**src/rtl/mul_pkg.sv**
```systemverilog
// ---------------------------------------------------------------------------
// mul_pkg
// Constants shared by the 32x32 Wallace multiplier and the product
// accumulator: operand/product widths and the accumulator state encoding.
// ---------------------------------------------------------------------------
package mul_pkg;

    localparam int OPND_W = 32;            // multiplier operand width
    localparam int PROD_W = 2 * OPND_W;    // multiplier product width (64)

    // Accumulator FSM state encoding
    localparam logic [1:0] S_IDLE  = 2'd0; // no beats taken yet
    localparam logic [1:0] S_ACCUM = 2'd1; // at least one beat taken
    localparam logic [1:0] S_HOLD  = 2'd2; // result presented, waiting for consumer

endpackage : mul_pkg

```
**src/rtl/product_accumulator.sv**
```systemverilog
// ---------------------------------------------------------------------------
// product_accumulator
// Accumulate half of the multiply-accumulate datapath. Sums a burst of
// unsigned multiplier products (delimited by prod_last) into a wider
// accumulator and holds the registered result until the consumer takes it.
//
// Ports
//   clk         in   1       rising-edge clock
//   rst         in   1       synchronous active-high reset
//   clear       in   1       synchronous abort, discards the partial sum
//   prod_valid  in   1       product beat valid
//   prod_ready  out  1       stage can accept a beat
//   prod_data   in   PROD_W  unsigned product
//   prod_last   in   1       final beat of burst (qualified by prod_valid)
//   acc_valid   out  1       result valid
//   acc_ready   in   1       consumer accepts result
//   acc_data    out  ACC_W   accumulated sum (running value outside HOLD)
//   acc_count   out  CNT_W   beats in burst, saturating
//   acc_ovf     out  1       sticky carry-out of the accumulator
// ---------------------------------------------------------------------------
module product_accumulator #(
    parameter int PROD_W = mul_pkg::PROD_W,
    parameter int ACC_W  = 72,
    parameter int CNT_W  = 8
) (
    input  logic              clk,
    input  logic              rst,
    input  logic              clear,
    input  logic              prod_valid,
    output logic              prod_ready,
    input  logic [PROD_W-1:0] prod_data,
    input  logic              prod_last,
    output logic              acc_valid,
    input  logic              acc_ready,
    output logic [ACC_W-1:0]  acc_data,
    output logic [CNT_W-1:0]  acc_count,
    output logic              acc_ovf
);

    import mul_pkg::S_IDLE;
    import mul_pkg::S_ACCUM;
    import mul_pkg::S_HOLD;

    // Beat counter increment that sticks at all-ones.
    function automatic logic [CNT_W-1:0] sat_inc(input logic [CNT_W-1:0] v);
        return (&v) ? v : v + 1'b1;
    endfunction

    logic [1:0]       r_state;
    logic [ACC_W-1:0] r_sum;
    logic [CNT_W-1:0] r_cnt;
    logic             r_ovf;

    // One ACC_W+1-bit add; the top bit is the carry out of the accumulator.
    logic [ACC_W:0]   w_add;
    logic             w_beat;
    logic             w_take;

    assign w_add  = {1'b0, r_sum} + {{(ACC_W - PROD_W + 1){1'b0}}, prod_data};
    assign w_beat = prod_valid & prod_ready;
    assign w_take = acc_valid & acc_ready;

    // ---- state / accumulator registers ----
    always_ff @(posedge clk) begin
        if (rst || clear) begin
            r_state <= S_IDLE;
            r_sum   <= '0;
            r_cnt   <= '0;
            r_ovf   <= 1'b0;
        end else begin
            case (r_state)
                S_IDLE, S_ACCUM: begin
                    if (w_beat) begin
                        r_sum   <= w_add[ACC_W-1:0];
                        r_ovf   <= r_ovf | w_add[ACC_W];
                        r_cnt   <= sat_inc(r_cnt);
                        r_state <= prod_last ? S_HOLD : S_ACCUM;
                    end
                end
                S_HOLD: begin
                    // No beat is accepted here (prod_ready=0), so the
                    // transfer simply returns to a zeroed IDLE.
                    if (w_take) begin
                        r_state <= S_IDLE;
                        r_sum   <= '0;
                        r_cnt   <= '0;
                        r_ovf   <= 1'b0;
                    end
                end
                default: begin
                    r_state <= S_IDLE;
                    r_sum   <= '0;
                    r_cnt   <= '0;
                    r_ovf   <= 1'b0;
                end
            endcase
        end
    end

    // ---- outputs: registers or decoded state only ----
    assign prod_ready = (r_state != S_HOLD);
    assign acc_valid  = (r_state == S_HOLD);
    assign acc_data   = r_sum;
    assign acc_count  = r_cnt;
    assign acc_ovf    = r_ovf;

endmodule : product_accumulator

```
**config.mk**
```make
export PLATFORM = sky130hd
export DESIGN_NAME = product_accumulator
export DESIGN_NICKNAME = d
export VERILOG_FILES = /design/src/rtl/mul_pkg.sv /design/src/rtl/product_accumulator.sv
export SDC_FILE = /design/constraint.sdc
export NUM_CORES = 1
export LEC_CHECK = 0
export BUFFER_PORTS_ARGS = -buffer_cell sky130_fd_sc_hd__buf_2
export CORE_ASPECT_RATIO = 0.9
export CORE_UTILIZATION = 50
export CTS_CLUSTER_DIAMETER = 60
export DETAILED_ROUTE_END_ITERATION = 7
export PLACE_DENSITY_LB_ADDON = 0.2
export SLEW_MARGIN = 40
export SYNTH_ARGS = -nofsm -noshare
export SYNTH_HDL_FRONTEND = slang
export SYNTH_SLANG_ARGS = --single-unit
export TNS_END_PERCENT = 5
```
**constraint.sdc**
```tcl
create_clock -name clk -period 3 [get_ports clk]
set_input_delay 0.15 -clock clk [delete_from_list [all_inputs] [get_ports clk]]
set_output_delay 0.15 -clock clk [all_outputs]
set_load 0.05 [all_outputs]
```
-- Yosys cells after proc, flatten, opt, wreduce, memory -nomap -nowiden
Cells that the tools add are included.
- flip-flop bits (word level): 83
- add/subtract/negate cells: 2
- reduce and logical (&&, ||, !) cells: 6
- eq/ne operators: 6
- mux-type cells: 14
- bitwise operators: 3
- operator list (operator ; number):
    $mux W72 ; 2
    $pmux W72 S2 ; 1
    $add A72 B64 Y73 ; 1
    $mux W8 ; 3
    $pmux W8 S2 ; 1
    $add A8 B1 Y8 const B ; 1
    $reduce_and A8 Y1 ; 1
    $mux W2 ; 3
    $ne A2 B2 Y1 const B ; 3
    $pmux W2 S2 ; 1
    $reduce_and A3 Y1 ; 1
    $and A1 B1 Y1 ; 2
    $eq A2 B1 Y1 const B ; 1
    $eq A2 B2 Y1 const B ; 1
    $logic_not A2 Y1 ; 1
    $mux W1 ; 2
    $ne A2 B1 Y1 const B ; 1
    $pmux W1 S2 ; 1
    $reduce_and A2 Y1 ; 1
    $reduce_or A2 Y1 ; 1
    $logic_or A1 B1 Y1 ; 1
    $or A1 B1 Y1 ; 1

-- Longest topological paths before layout
Gate-level depths: netlist of run 1.
- word-level depth: 4
- mapped depth: 12
- gate-level depth less buffers: 12

-- Worst setup path after synthesis of run 1
Ideal clock, no wire load.
- path kind: register to register
- start point: register r_sum[41] (netlist: acc_data[41])
- end point: register r_sum[70] (netlist: acc_data[70])
- stages on the path, launching flop included: 12
- path slack: -0.159 ns
- library setup time: 0.125 ns
- arrival: 3.034 ns
- path buffers: 0
- cell sequence: dfxtp_1 > ha_1 > a21o_1 > a21o_1 > o41a_1 > a211o_1 > a22oi_2 > a21oi_2 > a2111oi_4 > nor3_1 > xnor2_1 > nor2_1
- cells in the longest elaborated chain, start to end: 3
- RTL lines (element ; line ; RTL):
    start: declaration ; product_accumulator.sv:50 ; logic [ACC_W-1:0] r_sum;
    start signal: assignment ; product_accumulator.sv:74 ; r_sum <= w_add[ACC_W-1:0];
    $add A72 B64 Y73 ; product_accumulator.sv:59 ; assign w_add = {1'b0, r_sum} + {{(ACC_W - PROD_W + 1){1'b0}}, prod_data};
    $mux W72 ; product_accumulator.sv:73 ; if (w_beat) begin
    $pmux W72 S2 ; product_accumulator.sv:71 ; case (r_state)
Every way passes these cells. The select of a mux whose other input is x is not followed.
A chain may end at the register's enable or synchronous reset.

-- Worst setup path after layout of run 1
- start point: register r_sum[42] (netlist: acc_data[42])
- end point: register r_sum[68] (netlist: acc_data[68])
Same word-level chain as after synthesis.

==> impl_metrics.tcl, run 1 <==
set metrics [dict create \
    cts_tree "yes" \
    highest_layer "met4" \
    fmax_ghz 0.338 \
    crit_buf_inv 0 \
    met1Wirelength_um 9060 \
    cts_buffers 9 \
    crit_arrival_ns 3.20 \
    synth-seq-cells 83 \
    hold_path_end "r_state[0]" \
    hold_slack_ns 0.0220 \
    r2r-start "acc_data[42]" \
    grt_max_degree 32 \
    synth_most_common_cell "nand2_1" \
    ys_seq_area_share_pct 24.8 \
    crit_top_cell "nor2_1" \
    status "finished, final reports clean" \
    hp-start "prod_last" \
    antenna_found_initial 0 \
    hold_viol 0 \
    slew_headroom_pct 67.1 \
    nNetsFinal 1188 \
    yosys_most_used_dff "dfxtp_1" \
    ir_drop_v 0.000273 \
    final_area_sq_um 8340 \
    drv_cap 0 \
    finalSetupViolCount 0 \
    worst_setup_path_end_kind "flip-flop" \
    r2r_slack_ns 0.04 \
    wl_met3_um 1020 \
    cp_slowest_cell "a2111oi_4" \
    clk_pin_slew_worst_paths_ns 0.07 \
    drc_errors 0 \
    clock-sinks 83 \
    drv_slew 0 \
    synth_top_area_share_pct 24.8 \
    critPathMaxFanout 7 \
    fin_crit_sh_pct 98.7 \
    first_global_vias 6634 \
    place_inst 1196 \
    drt.antenna.violating_nets 0 \
    core_sq_um 12900 \
    via_per_inst 5.85 \
    cp-start-kind "flip-flop" \
    drive_gt1_share_pct 26.0 \
    port_buffers 152 \
    tightest_slew_ns 0.494 \
    syn_inst 877 \
    synth_area_per_cell_sq_um 7.65 \
    async_reset_ff_share_pct 0 \
    hp-class "input pin to flip-flop" \
    hpwl_um 14700 \
    reg2reg_depth 10 \
    initial_core_util_pct 52.1 \
    die_h_um 112 \
    powerDensity_nw_per_um2 405 \
    r2r-end "acc_data[68]" \
    rsz0062_at_grt "yes" \
    routed_wl_um 19200 \
    htreeDepth 3 \
    num_vias 7144 \
    cp.required_ns 3.24 \
    cts-hold-fix-buffers 0 \
    final_cell_count_no_fill 1221 \
    io_pins 153 \
    gp_congestion 0.924 \
    drt_iter0_drc 470 \
    yosys-top-cells-area "dfxtp_1 25%, ha_1 12%, a21oi_1 6.3%" \
    dr_wl_met2_um 8850 \
    synth_commonest_cells "92 x nand2_1, 87 x nor2_1, 84 x a21oi_1, 83 x dfxtp_1, 69 x o21ai_0" \
    yosys_warnings 0 \
    cts_buffer_depth 2 \
    die_width_um 124 \
    place_area_sq_um 7860 \
    post-route-min-period_ns 2.96 \
    fin_skew_ns 0.00737 \
    syn-cell-area_sq_um 6710 \
    holdPathStages 2 \
    die-area_sq_um 13900 \
    clk-insertion-delay-late_ns 0.36 \
    cp_cell_sequence "ha_1 > a21o_1 > o41a_1 > a211o_1 > a22oi_2 > a21oi_4 > a2111oi_4 > nor2_1 > xnor2_1 > nor2_1" \
    first_pass_iters 5 \
    grt_util_all_layers_pct 28.0 \
    criticalPathCategory "flip-flop to flip-flop" \
    wl_per_cell_um 15.8 \
    syn-num-nets 1013 \
    yosys.area.top_type "dfxtp_1" \
    cts_root_buffer "clkbuf_16" \
    grt_pass1_wl_um 31200 \
    n_antenna_cell 0 \
    rows 39 \
    tns_ns 0 \
    final_core_util_pct 64.7 \
    p_leak_uw 0.00397 \
    critPathMaxStageDelay_ns 0.45 \
    synthDistinctLibCells 75 \
    cp_top_family "compound AO/OA/AOI/OAI gates" \
    synth_edf_count 0 \
    grt-ovfl-total 0 \
    syn_to_final_growth_pct 24.3 \
]
logic make-up (layout without fill, tap and decap cells):
group / count (synthesis) / count (layout) / share of synthesized area, %
flip-flops: 83 / 83 / 24.8
adder cells (fa/ha/maj): 66 / 66 / 12.4
AO/OA/AOI/OAI: 302 / 302 / 29.6
buffers and inverters: 63 / 243 / 3.90
AND/OR/NAND/NOR: 297 / 297 / 20.7
multiplexers: 1 / 1 / 0.149
XOR/XNOR: 65 / 65 / 8.48
worst max path at each step:
stage                            start            to  cells past startpoint
after detailed placement   acc_data[0]  acc_data[70]                     13
after floorplan            acc_data[0]  acc_data[70]                     12
after global routing       acc_data[0]  acc_data[68]                     13
after CTS                  acc_data[0]  acc_data[48]                     12
final                     acc_data[42]  acc_data[68]                     10
after global placement     acc_data[0]  acc_data[56]                     11
per-layer routing:
metal  GRT usage [%]  up-vias
met5               0        -
met4            7.22        0
met3            5.33       29
met2            45.0      213
met1            37.9     3315
li1                -     3587
flip-flops by register name, summed over array words and instances, names as in the netlist:
| register | flops |
|---|---|
| r_state | 2 |
| acc_ovf | 1 |
| acc_data | 72 |
| acc_count | 8 |
cells in the final DEF (no fill, tap or decap), types with 10 or more instances in the layout:
cell	netlist	routed
a21o_1	39	39
a21oi_1	84	78
a22oi_1	25	25
and3_1	10	10
buf_2	6	152
buf_4	1	55
dfxtp_1	83	76
ha_1	65	61
inv_1	20	20
nand2_1	92	92
nand3_1	24	24
nand4_1	25	25
nor2_1	87	85
nor3_1	18	16
o21ai_0	69	64
xnor2_1	35	35
xor2_1	30	30
through the flow:
step | total power, uW | setup slack (ns)
after floorplan | 1920 | -0.000999
after global placement | 2200 | 0.00702
after detailed placement | 2200 | -0.0581
after CTS | 3370 | 0.0200
after global routing | 3540 | -0.166
final | 3380 | 0.0395
repair_timing:
action	in CTS	in global routing
gates resized for setup	1	28
pin swaps	1	16
setup buffers	0	9
setup endpoints to repair	3	29
power breakdown:
group / internal, uW / total (uW) / switching (uW)
Clock: 651 / 1160 / 513
Sequential: 1150 / 1180 / 35.1
Combinational: 387 / 1030 / 644
Total: 2180 / 3380 / 1190
cell type report:
class	instances	area (sq um)
Inverter	20	75.1
Clock buffer	9	225
Tap cell	164	205
Multi-Input combinational cell	731	4910
Sequential cell	83	1670
Timing Repair Buffer	207	1170
Fill cell	1220	4540
Clock inverter	7	76.3
No activity file was read; power rests on OpenSTA's default activity.
==> run 2, diff against run 1 <==
==> constraint.sdc (replaced) <==
create_clock -name clk -period 3 [get_ports clk]
set_input_delay 0.3 -clock clk [delete_from_list [all_inputs] [get_ports clk]]
set_output_delay 0.3 -clock clk [all_outputs]
set_load 0.05 [all_outputs]
==> run 2 against run 1 <==
Sequential share of layout area is 0.37 points lower. Worst setup slack better by 0.028 ns. Core utilization is 1.2 points higher. Final area is 1.8% higher. Clock-buffer cell count stayed put. Clock skew is 0.00059 ns lower. First-iteration DRC count is 6.0% lower. Clock power hardly changed. Worst hold slack better by 0.16 ns.
==> impl_metrics.tcl, run 2 (synthesis gave the netlist of run 1 again) <==
set metrics [dict create \
    grt_util_all_layers_pct 28.5 \
    fmax_ghz 0.341 \
    ir_drop_v 0.000372 \
    rows 39 \
    first_pass_iters 5 \
    cts_root_buffer "clkbuf_16" \
    seqPwrFrac_pct 35.0 \
    initial_core_util_pct 52.1 \
    hold_viol 0 \
    internal-power_uw 2140 \
    worst_setup_path_end_kind "flip-flop" \
    hpwl_um 15100 \
    largest_reg_flops 72 \
    htreeDepth 3 \
    cts_buffer_depth 2 \
    drt.antenna.violating_nets 0 \
    final_area_sq_um 8490 \
    core_sq_um 12900 \
    clock-sinks 83 \
    combPwrFrac_pct 31.6 \
    gp_congestion 0.937 \
    cts_tree "yes" \
    n_antenna_cell 0 \
    reg2reg_depth 13 \
    holdPathStages 2 \
    clk-insertion-delay-late_ns 0.36 \
    cp-start-kind "flip-flop" \
    cp_slowest_cell "a2111oi_4" \
    drv_slew 0 \
    first_global_vias 6667 \
    die-area_sq_um 13900 \
    drt_iter0_drc 442 \
    hp-class "input pin to flip-flop" \
    grt_pass1_wl_um 31600 \
    crit_arrival_ns 3.19 \
    fin_skew_ns 0.00679 \
    tightest_slew_ns 0.487 \
    switching_power_uw 1230 \
    status "finished, final reports clean" \
    final_common_cell "buf_2" \
    cts-hold-fix-buffers 0 \
    die_h_um 112 \
    final_cell_mix "152 x buf_2, 91 x nand2_1, 85 x nor2_1, 79 x a21oi_1, 77 x dfxtp_1" \
    place_inst 1220 \
    p_leak_uw 0.00408 \
    cp_cell_sequence "ha_1 > fa_2 > a21oi_2 > and4b_1 > o211ai_1 > a21oi_1 > o31ai_1 > buf_4 > a21oi_2 > a2111oi_4 > nor2_1 > xnor2_1 > nor2_1" \
    port_buffers 152 \
    place_area_sq_um 8040 \
    final_cell_count_no_fill 1242 \
    slew_headroom_pct 67.3 \
    grt_max_degree 36 \
    die_width_um 124 \
    routed_wl_um 19500 \
    critPathMaxFanout 7 \
    num_vias 7302 \
    cts_buffers 9 \
    power_frac_clock_pct 33.4 \
    criticalPathCategory "flip-flop to flip-flop" \
    finalSetupViolCount 0 \
    drv_cap 0 \
    antenna_found_initial 0 \
    wl_per_cell_um 15.7 \
    drc_errors 0 \
    io_pins 153 \
    syn_to_final_growth_pct 26.5 \
    post-route-min-period_ns 2.93 \
    clk_pin_slew_worst_paths_ns 0.07 \
    drive_gt1_share_pct 27.5 \
    fin_crit_sh_pct 97.8 \
    via_per_inst 5.88 \
    switching_share_pct 36.5 \
    grt-ovfl-total 0 \
    nNetsFinal 1209 \
    powerDensity_nw_per_um2 397 \
    critPathMaxStageDelay_ns 0.43 \
    rsz0062_at_grt "yes" \
    cp.required_ns 3.26 \
]
-- run 2: changes by cell type in the layout (fill, tap and decap cells not counted), moves of 2 or more --
| cell | delta |
|---|---|
| buf_4 | +21 |
| inv_8 | +3 |
| o21ai_0 | +3 |
| o21ai_1 | -3 |
| o31ai_2 | -2 |
-- run 2: timing repair --
item                                    CTS  global route
endpoints found under the setup margin    4            31
setup buffers                             0             6
gates resized for setup                   0            26
pin swaps                                 1             5
-- run 2: path summary, 6_finish.rpt --
kind | startpoint | end | slack, ns
max reg2reg | acc_data[0] | acc_data[68] | 0.07
min reg2reg | acc_data[49] | acc_data[49] | 0.46
max | acc_data[0] | acc_data[68] | 0.07
min | prod_last | r_state[0] | 0.18
-- run 2: power groups by stage --
stage,Sequential (uW),Combinational [uW],Clock (uW)
floorplan,1340,579,0
global placement,1200,1020,0
detailed placement,1210,1030,0
CTS,1180,1030,1150
global route,1190,1160,1200
finish,1180,1070,1130
-- run 2: metal layers --
layer | global-route usage, % | share of wire [%] | vias up
li1 | - | - | 3620
met1 | 38.2 | 46 | 3405
met2 | 45.8 | 46 | 239
met3 | 4.35 | 5.4 | 38
met4 | 9.84 | 2.3 | 0
met5 | 0 | 0 | -
-- run 2: layout make-up --
| type | count | area (sq um) |
|---|---|---|
| inverters | 20 | 75.1 |
| well taps | 164 | 205 |
| flip-flops and latches | 83 | 1670 |
| fillers | 1163 | 4390 |
| repair buffers | 228 | 1330 |
| clock buffers | 9 | 225 |
| multi-input cells | 731 | 4920 |
| clock inverters | 7 | 67.6 |
-- run 2: worst max-delay path, delay by kind of cell, from the launching register on --
family / cells / cell delay, ns
AO/OA/AOI/OAI: 6 / 1.16
flip-flops: 1 / 0.33
adder cells (fa/ha/maj): 2 / 0.58
AND/OR/NAND/NOR: 3 / 0.42
buffers and inverters: 1 / 0.16
XOR/XNOR: 1 / 0.18
-- run 2: metrics by stage --
stage,setup WS [ns],total power (uW),TNS (ns),hold WS (ns),util [%]
finish,0.0671,3370,0,0.179,65.9
global route,-0.127,3540,-0.570,0.188,65.9
CTS,-0.0552,3360,-0.0960,0.177,64.6
detailed placement,-0.154,2230,-0.813,0.449,62.4
global placement,-0.0449,2220,-0.135,0.443,62.4
floorplan,-0.000999,1920,-0.000999,0.413,-
